## src/rtl/cam_pkg.sv

```systemverilog
// Shared opcode constants, command/state enums and beat helpers
// for the CAM command generator.
package cam_pkg;

    localparam int OP_W = 32;
    localparam int BEAT_W = 512;

    localparam logic [OP_W-1:0] OP_IDLE       = 32'hffff_ff00;
    localparam logic [OP_W-1:0] OP_UPDATE_ALL = 32'hffff_ff01;
    localparam logic [OP_W-1:0] OP_UPDATE_ONE = 32'hffff_ff02;
    localparam logic [OP_W-1:0] OP_SEARCH     = 32'hffff_ff03;

    typedef enum logic [1:0] {
        CMD_UPDATE_ALL = 2'd0,
        CMD_SEARCH     = 2'd1,
        CMD_UPDATE_ONE = 2'd2,
        CMD_ILLEGAL    = 2'd3
    } cmd_op_e;

    typedef enum logic [1:0] {
        ST_IDLE,
        ST_HDR,
        ST_BODY,
        ST_WAIT_END
    } gen_state_e;

    function automatic logic [OP_W-1:0] op_code(cmd_op_e op);
        logic [OP_W-1:0] code;
        unique case (op)
            CMD_UPDATE_ALL: code = OP_UPDATE_ALL;
            CMD_SEARCH:     code = OP_SEARCH;
            CMD_UPDATE_ONE: code = OP_UPDATE_ONE;
            default:        code = OP_IDLE;
        endcase
        return code;
    endfunction

    function automatic logic [OP_W-1:0] op_field(logic [BEAT_W-1:0] beat);
        return beat[BEAT_W-1 -: OP_W];
    endfunction

endpackage

```

## src/rtl/cam_beat_reg.sv

```systemverilog
// Single output register stage; holds data and valid until the
// downstream handshake, refills in the same cycle it drains.
module cam_beat_reg #(
    parameter int W = 512
) (
    input  logic         clk,
    input  logic         rst_n,
    input  logic         in_valid,
    output logic         in_ready,
    input  logic [W-1:0] in_data,
    output logic         out_valid,
    input  logic         out_ready,
    output logic [W-1:0] out_data
);

    logic         valid_q, valid_d;
    logic [W-1:0] data_q, data_d;

    assign in_ready  = !valid_q || out_ready;
    assign out_valid = valid_q;
    assign out_data  = data_q;

    always_comb begin
        valid_d = valid_q;
        data_d  = data_q;
        if (in_valid && in_ready) begin
            valid_d = 1'b1;
            data_d  = in_data;
        end else if (out_ready) begin
            valid_d = 1'b0;
        end
    end

    always_ff @(posedge clk or negedge rst_n) begin
        if (!rst_n) begin
            valid_q <= 1'b0;
            data_q  <= '0;
        end else begin
            valid_q <= valid_d;
            data_q  <= data_d;
        end
    end

endmodule

```

## src/rtl/krnl_cam_rtl_cmd_gen.sv

```systemverilog
// Turns host command requests into CAM opcode beats and keeps at most
// one command in flight until the CAM signals completion.
module krnl_cam_rtl_cmd_gen
    import cam_pkg::*;
#(
    parameter int C_DATA_WIDTH  = 512,
    parameter int OP_CODE_WIDTH = 32,
    parameter int LEN_WIDTH     = 16,
    parameter int TIMEOUT_CYC   = 4096
) (
    input  logic                              clk,
    input  logic                              rst_n,
    input  logic                              cmd_valid,
    output logic                              cmd_ready,
    input  logic [1:0]                        cmd_op,
    input  logic [C_DATA_WIDTH-OP_CODE_WIDTH-1:0] cmd_payload,
    input  logic [LEN_WIDTH-1:0]              cmd_len,
    input  logic [C_DATA_WIDTH-1:0]           s_body_data,
    input  logic                              s_body_valid,
    output logic                              s_body_ready,
    output logic [C_DATA_WIDTH-1:0]           m_data,
    output logic                              m_valid,
    input  logic                              m_ready,
    input  logic                              search_end,
    input  logic                              update_all_end,
    output logic                              busy,
    output logic                              err_timeout,
    output logic [31:0]                       cmd_count
);

    localparam int PW = C_DATA_WIDTH - OP_CODE_WIDTH;
    localparam int TW = $clog2(TIMEOUT_CYC + 1);

    gen_state_e           state_q, state_d;
    cmd_op_e              op_q, op_d;
    logic [PW-1:0]        pay_q, pay_d;
    logic [LEN_WIDTH-1:0] len_q, len_d;
    logic [LEN_WIDTH-1:0] ld_q, ld_d;
    logic [LEN_WIDTH-1:0] acc_q, acc_d;
    logic [TW-1:0]        tmo_q, tmo_d;
    logic                 arm_q, arm_d;
    logic                 end_seen_q, end_seen_d;
    logic                 err_q, err_d;
    logic                 rdy_q, rdy_d;
    logic [31:0]          cnt_q, cnt_d;

    logic                    bin_valid;
    logic                    bin_ready;
    logic [C_DATA_WIDTH-1:0] bin_data;
    logic                    end_match;
    logic                    m_hs;
    logic [OP_CODE_WIDTH-1:0] hdr_op;

    assign cmd_ready   = rdy_q;
    assign busy        = (state_q != ST_IDLE);
    assign err_timeout = err_q;
    assign cmd_count   = cnt_q;
    assign m_hs        = m_valid && m_ready;
    assign end_match   = (op_q == CMD_UPDATE_ALL) ? update_all_end : search_end;
    assign hdr_op      = OP_CODE_WIDTH'(op_code(cmd_op_e'(cmd_op)));

    always_comb begin
        state_d      = state_q;
        op_d         = op_q;
        pay_d        = pay_q;
        len_d        = len_q;
        ld_d         = ld_q;
        acc_d        = acc_q;
        tmo_d        = tmo_q;
        arm_d        = arm_q;
        end_seen_d   = end_seen_q;
        err_d        = err_q;
        cnt_d        = cnt_q;
        bin_valid    = 1'b0;
        bin_data     = s_body_data;
        s_body_ready = 1'b0;

        // The end pulse may land before WAIT_END (e.g. during BODY).
        if (arm_q && end_match) end_seen_d = 1'b1;

        unique case (state_q)
            ST_IDLE: begin
                if (cmd_valid && rdy_q) begin
                    op_d  = cmd_op_e'(cmd_op);
                    pay_d = cmd_payload;
                    len_d = cmd_len;
                    ld_d  = '0;
                    acc_d = '0;
                    tmo_d = '0;
                    if (cmd_op_e'(cmd_op) != CMD_ILLEGAL) begin
                        bin_valid = 1'b1;
                        bin_data  = {hdr_op, cmd_payload};
                        state_d   = ST_HDR;
                    end
                end
            end
            ST_HDR: begin
                if (m_hs) begin
                    arm_d = 1'b1;
                    if (op_q == CMD_UPDATE_ALL && len_q != '0) state_d = ST_BODY;
                    else state_d = ST_WAIT_END;
                end
            end
            ST_BODY: begin
                if (ld_q != len_q) begin
                    s_body_ready = bin_ready;
                    bin_valid    = s_body_valid;
                    if (s_body_valid && bin_ready) ld_d = ld_q + LEN_WIDTH'(1);
                end
                if (m_hs) begin
                    acc_d = acc_q + LEN_WIDTH'(1);
                    if (acc_d == len_q) state_d = ST_WAIT_END;
                end
            end
            ST_WAIT_END: begin
                if (end_seen_q || end_match) begin
                    state_d    = ST_IDLE;
                    cnt_d      = cnt_q + 32'd1;
                    arm_d      = 1'b0;
                    end_seen_d = 1'b0;
                end else if (tmo_q == TW'(TIMEOUT_CYC - 1)) begin
                    state_d    = ST_IDLE;
                    err_d      = 1'b1;
                    arm_d      = 1'b0;
                    end_seen_d = 1'b0;
                end else begin
                    tmo_d = tmo_q + TW'(1);
                end
            end
            default: state_d = ST_IDLE;
        endcase

        rdy_d = (state_d == ST_IDLE);
    end

    always_ff @(posedge clk or negedge rst_n) begin
        if (!rst_n) begin
            state_q    <= ST_IDLE;
            op_q       <= CMD_UPDATE_ALL;
            pay_q      <= '0;
            len_q      <= '0;
            ld_q       <= '0;
            acc_q      <= '0;
            tmo_q      <= '0;
            arm_q      <= 1'b0;
            end_seen_q <= 1'b0;
            err_q      <= 1'b0;
            rdy_q      <= 1'b0;
            cnt_q      <= '0;
        end else begin
            state_q    <= state_d;
            op_q       <= op_d;
            pay_q      <= pay_d;
            len_q      <= len_d;
            ld_q       <= ld_d;
            acc_q      <= acc_d;
            tmo_q      <= tmo_d;
            arm_q      <= arm_d;
            end_seen_q <= end_seen_d;
            err_q      <= err_d;
            rdy_q      <= rdy_d;
            cnt_q      <= cnt_d;
        end
    end

    cam_beat_reg #(
        .W(C_DATA_WIDTH)
    ) u_beat (
        .clk      (clk),
        .rst_n    (rst_n),
        .in_valid (bin_valid),
        .in_ready (bin_ready),
        .in_data  (bin_data),
        .out_valid(m_valid),
        .out_ready(m_ready),
        .out_data (m_data)
    );

endmodule
```

## config.mk

```make
export PLATFORM = sky130hd
export DESIGN_NAME = krnl_cam_rtl_cmd_gen
export DESIGN_NICKNAME = d
export VERILOG_FILES = /design/src/rtl/cam_pkg.sv /design/src/rtl/cam_beat_reg.sv /design/src/rtl/krnl_cam_rtl_cmd_gen.sv
export SDC_FILE = /design/constraint.sdc
export NUM_CORES = 1
export LEC_CHECK = 0
export CAP_MARGIN = 20
export CORE_AREA = 4 4 602 604
export DETAILED_ROUTE_END_ITERATION = 8
export DIE_AREA = 0 0 606 608
export PLACE_DENSITY = 0.3
export SLEW_MARGIN = 25
export SYNTH_ARGS = -nofsm -noshare
export SYNTH_HDL_FRONTEND = slang
export SYNTH_HIERARCHICAL = 1
export SYNTH_SLANG_ARGS = --single-unit
```

## constraint.sdc

```tcl
create_clock -name clk -period 4.9 [get_ports clk]
set_clock_uncertainty 0.15 [all_clocks]
set_input_delay 0.98 -clock clk [delete_from_list [all_inputs] [get_ports clk]]
set_output_delay 0.98 -clock clk [all_outputs]
set_load 0.01 [all_outputs]
```

==> qor.yml <==
synth_compound_area_frac: 0.0156
grt_setup_unrepaired: "false"
synth_top_family_by_area: "multiplexers"
grt_max_degree: 86
placementRows: 220
crit_family: "simple AND/OR/NAND/NOR gates"
cp_max_fo: 10
syn-num-nets: 3255
irDropWorstVdd_v: 0.000281
drt-initial-drc-count: 1211
yosys_warnings: 6
drt_first_pass_iters: 5
clkTransAtPathRegs_ns: 0.06
synth_cells: 2230
cp_cell_sequence: "xor2_1 -> nor4_1 -> nand4_2 -> and3_1 -> clkdlybuf4s50_1"
tightest_slew_ns: 0.835
final_core_util: 0.157
overflow: 0
port_buffers: 1565
grt_first_pass_wirelength_um: 328000
criticalPathCategory: "reg -> out"
max_stage_delay_ns: 0.54
power_density_nw_per_um2: 550
die_y_um: 608
fmax_ghz: 0.220
drc: 0
cts_setup_buffers: 0
fin_total_pwr_mw: 30.9
regToRegSetupSlack_ns: 1.06
cp_slowest_cell: "dfrtp_1"
design_area_um2: 56200
grt_pass1_vias: 27951
wl_um: 261000
syn_area_per_cell_um2: 14.2
htree_num_levels: 3
fp.coreArea_um2: 358000
cts_buffers: 94
hold_path_class: "in -> async"
dieArea_um2: 368000
viasPerCell: 2.99
syn-cell-area_um2: 31700
clk-insertion-delay-late_ns: 0.81
maxSlewHeadroom: 0.443
nets: 4854
worstSetupStartpointType: "flop"
synthFlopType: "dfrtp_1"
cp.buffers_inverters: 1
placed_area_um2: 53100
finalHoldViolCount: 0
critPathLaunch: "ld_q[2]"
cts_hold_buf: 0
grtUsageTotal: 0.136
die_w_um: 606
synth_xor_area_frac: 0.0232
tns_ns: 0
synth_edf_count: 0
p_leak_nw: 22.3
start_util: 0.0887
status: "finished, final reports clean"
io_pins: 1566
synthMuxAreaShare: 0.387
cts_resized: 0
setup_viol: 0
slew_viol_final: 0
maxCapViolCount: 0
fin_crit_ns: 4.56
ys_seq_area_frac: 0.485
cp.arrival_ns: 3.43
r2r_start: "ld_q[2]"
cp.required_ns: 3.77
cts_sinks: 614
wire_per_inst_um: 29.9
ant_nets: 0
min_period_over_period: 0.930
finalWeightedCongestion: 0.967
synthAdderAreaFrac: 0.00316
cts-root-buf: "clkbuf_16"
hpwl_um: 225000
synth-simple-area-share: 0.0498
end_kind: "output port"
clock_path_buffers: 4
async_reset_ff_frac: 1.00
fillers: 39580
cts_tree: "yes"
final_layout_size_suffix_gt1_frac: 0.263
ys_types: 62
ys_seq_elements: 614
vias: 26117
area_delta_synth_final_pct: 77.1
antenna_found_initial: 248
## sequential cells by signal, summed over array words and instances, names as in the netlist
name,cells
ld_q,16
tmo_q,13
err_timeout,1
u_beat/out_valid,1
arm_q,1
end_seen_q,1
len_q,16
acc_q,16
cmd_count,32
u_beat/out_data,512
state_q,2
op_q,2
cmd_ready,1
## cell usage after synthesis (all sizes together), types with 2 or more instances
| library cell | number | area share |
|---|---|---|
| a21oi | 9 | 0.0014 |
| a22o | 3 | 0.00083 |
| a31oi | 3 | 0.00059 |
| and2 | 11 | 0.0022 |
| and3 | 9 | 0.0021 |
| and4 | 5 | 0.0015 |
| buf | 120 | 0.033 |
| clkbuf | 17 | 0.0028 |
| dfrtp | 614 | 0.48 |
| ha | 8 | 0.0032 |
| inv | 11 | 0.0013 |
| mux2 | 994 | 0.39 |
| mux2i | 3 | 0.00095 |
| nand2 | 93 | 0.011 |
| nand2b | 27 | 0.0056 |
| nand3 | 35 | 0.0064 |
| nand4 | 25 | 0.0051 |
| nor2 | 49 | 0.0060 |
| nor2b | 2 | 0.00039 |
| nor3 | 5 | 0.00095 |
| nor4 | 20 | 0.0043 |
| o211ai | 3 | 0.00071 |
| o21a | 3 | 0.00071 |
| o21ai | 39 | 0.0062 |
| o311a | 3 | 0.00095 |
| o311ai | 2 | 0.00055 |
| o31ai | 8 | 0.0019 |
| or2 | 3 | 0.00059 |
| or3 | 9 | 0.0018 |
| or4 | 4 | 0.00095 |
| xnor2 | 44 | 0.012 |
| xor2 | 40 | 0.011 |
## final cells by class
class / count / area (um^2) / share of cell area
antenna: 58 / 145 / 0.00258
multi-input combinational: 1468 / 15200 / 0.271
inverter: 11 / 41.3 / 0.000735
sequential: 614 / 15400 / 0.274
clock buffer: 139 / 2700 / 0.0481
timing repair buffer: 1640 / 16500 / 0.294
tap: 4773 / 5970 / 0.106
clock inverter: 22 / 218 / 0.00388
## path summary, 6_finish.rpt
path                                             end  cells past startpoint
worst min-delay path            u_beat/out_data[298]                      1
worst max register to register  u_beat/out_data[311]                      9
min in group clk                       cmd_count[31]                      1
worst max-delay path                    s_body_ready                      5
worst min register to register         cmd_count[31]                      1
max in group asynchronous              cmd_count[30]                      2
## worst register-to-register path, stage by stage, from the launching register on
cell and delay (ns):
dfrtp_1 0.54, xor2_1 0.23, nor4_1 0.53, nand4_2 0.45, nand3_1 0.25, nand2_1 0.17
nand2_8 0.27, buf_12 0.24, buf_12 0.45, mux2_4 0.39
## report_power, final
group | internal [mW] | switching, mW
combinational | 8.68 | 6.46
sequential | 7.42 | 1.64
clock | 3.90 | 2.77
## cells in the final DEF, fill, tap and decap left out, drive strengths merged, types with 18 or more instances in the layout
| cell type | instances |
|---|---|
| clkdlybuf4s50 | 1564 |
| mux2 | 994 |
| dfrtp | 614 |
| clkbuf | 139 |
| nand2 | 93 |
| buf | 76 |
| diode | 58 |
| nor2 | 49 |
| xnor2 | 44 |
| xor2 | 40 |
| o21ai | 39 |
| nand3 | 35 |
| nand2b | 27 |
| nand4 | 25 |
| nor4 | 20 |
| clkinv | 18 |
## per-stage QoR
stage | setup WS [ns] | hold WS, ns | instances
floorplan | 2.01 | 0.316 | 2230
global placement | 0.934 | 0.312 | 8506
detailed placement | 0.911 | 0.313 | 8506
CTS | 0.227 | 0.0172 | 8667
global route | 0.214 | 0.0638 | 8691
finish | 0.345 | 0.0891 | 8725
## cell families after synthesis
kind of cell,Yosys count
buffers and inverters,148
adder cells (fa/ha/maj),8
flip-flops,614
XOR/XNOR,84
AND/OR/NAND/NOR,300
multiplexers,997
AO/OA/AOI/OAI,79
## routing by layer
metal,up-vias,track usage,share of wire
li1,11300,-,-
met2,1244,0.246,0.51
met5,-,0,0.0028
met4,104,0.0337,0.028
met3,468,0.0474,0.085
met1,13001,0.151,0.38
(Power assumes the default switching activity.)
==> variant 1: new RTL, same settings <==
Set the parameter `TIMEOUT_CYC` to 16384 (it was 4096).
--- a/src/rtl/krnl_cam_rtl_cmd_gen.sv
+++ b/src/rtl/krnl_cam_rtl_cmd_gen.sv
@@ -6,7 +6,7 @@
     parameter int C_DATA_WIDTH  = 512,
     parameter int OP_CODE_WIDTH = 32,
     parameter int LEN_WIDTH     = 16,
-    parameter int TIMEOUT_CYC   = 4096
+    parameter int TIMEOUT_CYC   = 16384
 ) (
     input  logic                              clk,
     input  logic                              rst_n,
Function: not settled (the Yosys comparison gave no result); the edit may change what the design does.
==> variant 1 against the unedited design <==
- worst setup slack gained 0.42 ns
- maximum frequency grew 10%
- critical path depth grew 2
- clock power grew 3.6%
- core utilization grew 0.077 points
- cell area grew 0.49%
- synthesized area grew 0.49%
- routed wire length grew 3.7%
- non-clock buffer count grew 1
- sequential cell count grew 2
- power grew 1.3%
- hold slack gained 0.23 ns
- critical endpoint unchanged
==> variant 1: results (changes against the unedited design) <==
metric	value	unit	change
Gate Count Post-Synth	2252		+0.99%
first-pass GRT wire length	334000	um	+2.1%
First DRT Iteration DRCs	1393		+15%
nets	4880		+0.54%
Static Leak	22.3	nW	about the same
router iterations before antenna repair	4		-1
synth cell count leaders	dfrtp_1 (616), mux2_2 (514), mux2_4 (281)		
fraction of layout cells with a size suffix above 1	26.3	%	about the same
Yosys warnings	6		unchanged
routed len/inst	30.9	um	+3.3%
post-synth net total	3277		+0.68%
largest net degree at the start of global routing	112		+30%
cell area power density	554	nW/um^2	+0.80%
number of global-route vias before repair	27743		-0.74%
Synth cell types	69		+11%
synth top area cells	dfrtp_1 (48%), mux2_2 (18%), mux2_4 (13%)		
total global routing track utilization	14.1	%	+0.47 points
Worst-Skew Late Latency	0.79	ns	-0.02 ns
asr flop ratio synth	100	%	unchanged
pre-CTS setup slack	0.963	ns	+0.0518 ns
fillcell total	39735		+0.39%
Net Sw Power	11.1	mW	+1.9%
HPWL after DPL	235000	um	+4.4%
Multi-input gate area	15300	um^2	+0.96%
CP Data Arrival Time	3.01	ns	-0.42 ns
HP Class	reg2reg		
placed cells	8530		+0.28%
Max-Cap Viols	0		unchanged
total CTS buffers	95		+1.1%
sequential element share of the synthesized area	48.4	%	-0.081 points
number of port buffers	1565		unchanged
clock slew at reported path FFs	0.05	ns	
Placement Cell Area	53200	um^2	+0.27%
Max rail drop VDD	0.321	mV	+14%
DR vias	26392		+1.1%
global placer's final weighted congestion	0.950		-1.7%
Slew HR	27.1	%	-17 points
outcome	finished clean		
initial antenna violation count	264		+6.5%
final WL	270000	um	+3.7%
share of power burned in registers	29.3	%	about the same
## variant 1: cell count changes after synthesis, sizes merged, moves of 6 or more
cell    change
xnor2      +17
nor3        +9
nand2      +10
o21ai       -6
xor2       -21
nand2b      +6
nor4        -8
## variant 1: routing by layer
| layer | vias up | global-route usage (%) | part of all wire [%] |
|---|---|---|---|
| met5 | - | 0 | 0.19 |
| met4 | 72 | 2.92 | 2.5 |
| met3 | 438 | 5.05 | 8.1 |
| met2 | 1312 | 25.4 | 51 |
| met1 | 13187 | 15.7 | 38 |
| li1 | 11383 | - | - |
## variant 1: path summary, 6_finish.rpt
path                                    start                   end  slack, ns  depth (start not counted)
max in group asynchronous               rst_n   u_beat/out_data[61]       2.68                          3
worst max-delay path                 len_q[2]          s_body_ready       0.76                          7
min in group asynchronous               rst_n   u_beat/out_data[98]       0.58                          2
worst max register to register       len_q[2]  u_beat/out_data[333]       1.49                         11
worst min register to register  cmd_count[31]         cmd_count[31]       0.32                          1
worst min-delay path            cmd_count[31]         cmd_count[31]       0.32                          1
## variant 1: worst register-to-register path: cells and delay by family (launching register included)
family                    cells  cell delay, ns
and+or+nand+nor               6            1.21
buffers and inverters         3            0.83
DFF                           1            0.53
muxes                         1            0.39
xor gates and xnor gates      1            0.17
## variant 1: cell type report
class,instances,share of cell area (%)
timing repair buffer,1641,29.2
sequential,616,27.3
multi-input combinational,1491,27.2
tap,4773,10.6
clock buffer,146,4.96
clock inverter,22,0.432
antenna,58,0.257
inverter,10,0.0665
## variant 1: kinds of logic after synthesis
family	Yosys count	synth area share, %
mux	1002	38.7
buf+inv	145	3.52
flops	616	48.4
compound gates	81	1.63
simple gates	319	5.24
xor+xnor	80	2.20
fa+ha+maj	9	0.346
## variant 1: what timing repair did
item                      CTS  global route
hold buffers                1             0
gates resized for setup     0             0
hold endpoints to repair    9             0
==> variant 2: new RTL, same flow settings <==
Without the edit above. Reset style: synchronous (`rst_n`), changed in 2 clocked blocks.
--- a/src/rtl/cam_beat_reg.sv
+++ b/src/rtl/cam_beat_reg.sv
@@ -31,7 +31,7 @@
         end
     end
 
-    always_ff @(posedge clk or negedge rst_n) begin
+    always_ff @(posedge clk) begin
         if (!rst_n) begin
             valid_q <= 1'b0;
             data_q  <= '0;
--- a/src/rtl/krnl_cam_rtl_cmd_gen.sv
+++ b/src/rtl/krnl_cam_rtl_cmd_gen.sv
@@ -133,7 +133,7 @@
         rdy_d = (state_d == ST_IDLE);
     end
 
-    always_ff @(posedge clk or negedge rst_n) begin
+    always_ff @(posedge clk) begin
         if (!rst_n) begin
             state_q    <= ST_IDLE;
             op_q       <= CMD_UPDATE_ALL;
Formal check against the unedited RTL: not equivalent (Yosys sat finds a counterexample within 4 cycles, from zero or initial values and one cycle with rst_n low; the reset may be asserted at any time).
==> variant 2 against the unedited design <==
- via count rose by 23%
- worst setup slack improved by 0.060 ns
- non-clock buffer count fell by 11
- routed wire length rose by 12%
- cell area fell by 0.70%
- global-route usage rose by 1.5 points
- sequential cell count did not move
- synthesized area fell by 0.62%
- critical path type unchanged
Power is not compared: it rests on default switching activity, and its combinational part moved more than twofold at a synthesized area within 25%.
==> variant 2: results (changes against the unedited design) <==
metric	value	unit	change
worst stage delay on the critical path	0.62	ns	+0.08 ns
routed length on met2	138000	um	+4.5%
utilization after layout	15.6	%	-0.11 points
Worst-Skew Late Latency	0.84	ns	+0.03 ns
HP Class	reg2reg		
met2 usage	25.6	%	+1.1 points
register area	12300	um^2	-20%
mean number of vias per cell	3.27		+9.2%
nets	5940		+22%
highest metal used	met5		
global placer's final weighted congestion	0.888		-8.1%
Non-clk invs	22		+11
total global routing track utilization	15.1	%	+1.5 points
Signal buffers	1629		-0.67%
First DRT Iteration DRCs	1729		+43%
synth top area cells	dfxtp_1 (39%), mux2i_1 (16%), nand2_1 (13%)		
Adder-Cell Fraction of Synth Area	0.318	%	+0.0020 points
DR vias	32114		+23%
non-clk buf share	29.4	%	-0.031 points
complex-gate fraction of the synthesized area	2.38	%	+0.82 points
Final ANT Viol Nets	0		unchanged
HPWL after DPL	250000	um	+11%
CP max FO	9		-1
xor-xnor portion of the synthesized cell area	2.06	%	-0.26 points
final WL	291000	um	+12%
post-synthesis mux area share	33.5	%	-5.2 points
Slew HR	30.5	%	-14 points
first-pass GRT wire length	361000	um	+10%
grt met1 use	17.1	%	+2.0 points
mean area per synthesized cell	9.15	um^2	-36%
comb_multi_in	2549		+74%
Synth cell types	64		+3.2%
clock-cell share of area	5.80	%	+0.61 points
sequential element share of the synthesized area	39.0	%	-9.4 points
dominant synthesized flop cell	dfxtp_1		
total CTS buffers	99		+5.3%
CP Data Arrival Time	3.37	ns	-0.06 ns
clk_buf instances	153		+10%
metal3 WL	32000	um	+44%
synth cell count leaders	nand2_1 (1,111), dfxtp_1 (614), mux2i_1 (515)		
Met1 Wirelength	113000	um	+15%
fraction of layout cells with a size suffix above 1	10.8	%	-15 points
Post-CTS Setup Bufs	0		unchanged
asr flop ratio synth	0	%	-100 points
pre-CTS setup slack	0.853	ns	-0.0576 ns
router iterations before antenna repair	7		+2
largest net degree at the start of global routing	171		+99%
placed cells	9587		+13%
outcome	finished clean		
initial antenna violation count	337		+36%
post-synth net total	4469		+37%
slowest cell on the critical path	nor4_1		
GRT met3 Usage	7.03	%	+2.3 points
variant 2: cell count changes in the layout (fill, tap and decap cells not counted), sizes merged, moves of 17 or more:
cell / unedited run / this run
nand2: 93 / 1111
a21oi: 9 / 56
mux2i: 3 / 515
nor2: 49 / 66
dfxtp: 0 / 614
mux2: 994 / 481
dfrtp: 614 / 0
variant 2: worst reg2reg max path, stage by stage (launching register included):
cell and delay, ns:
dfxtp_1 0.58, xnor2_1 0.18, nand4_1 0.13, nor4_1 0.62, nor2b_1 0.15, nand2_1 0.10
nand2_1 0.07, and2_4 0.17, buf_12 0.15, buf_12 0.35, mux2i_1 0.41
variant 2: worst paths after layout:
kind	end	slack, ns	startpoint
hold reg to reg	tmo_q[12]	0.30	tmo_q[12]
hold / removal	tmo_q[12]	0.30	tmo_q[12]
setup / recovery	s_body_ready	0.40	ld_q[2]
setup reg to reg	u_beat/out_data[175]	1.64	ld_q[2]
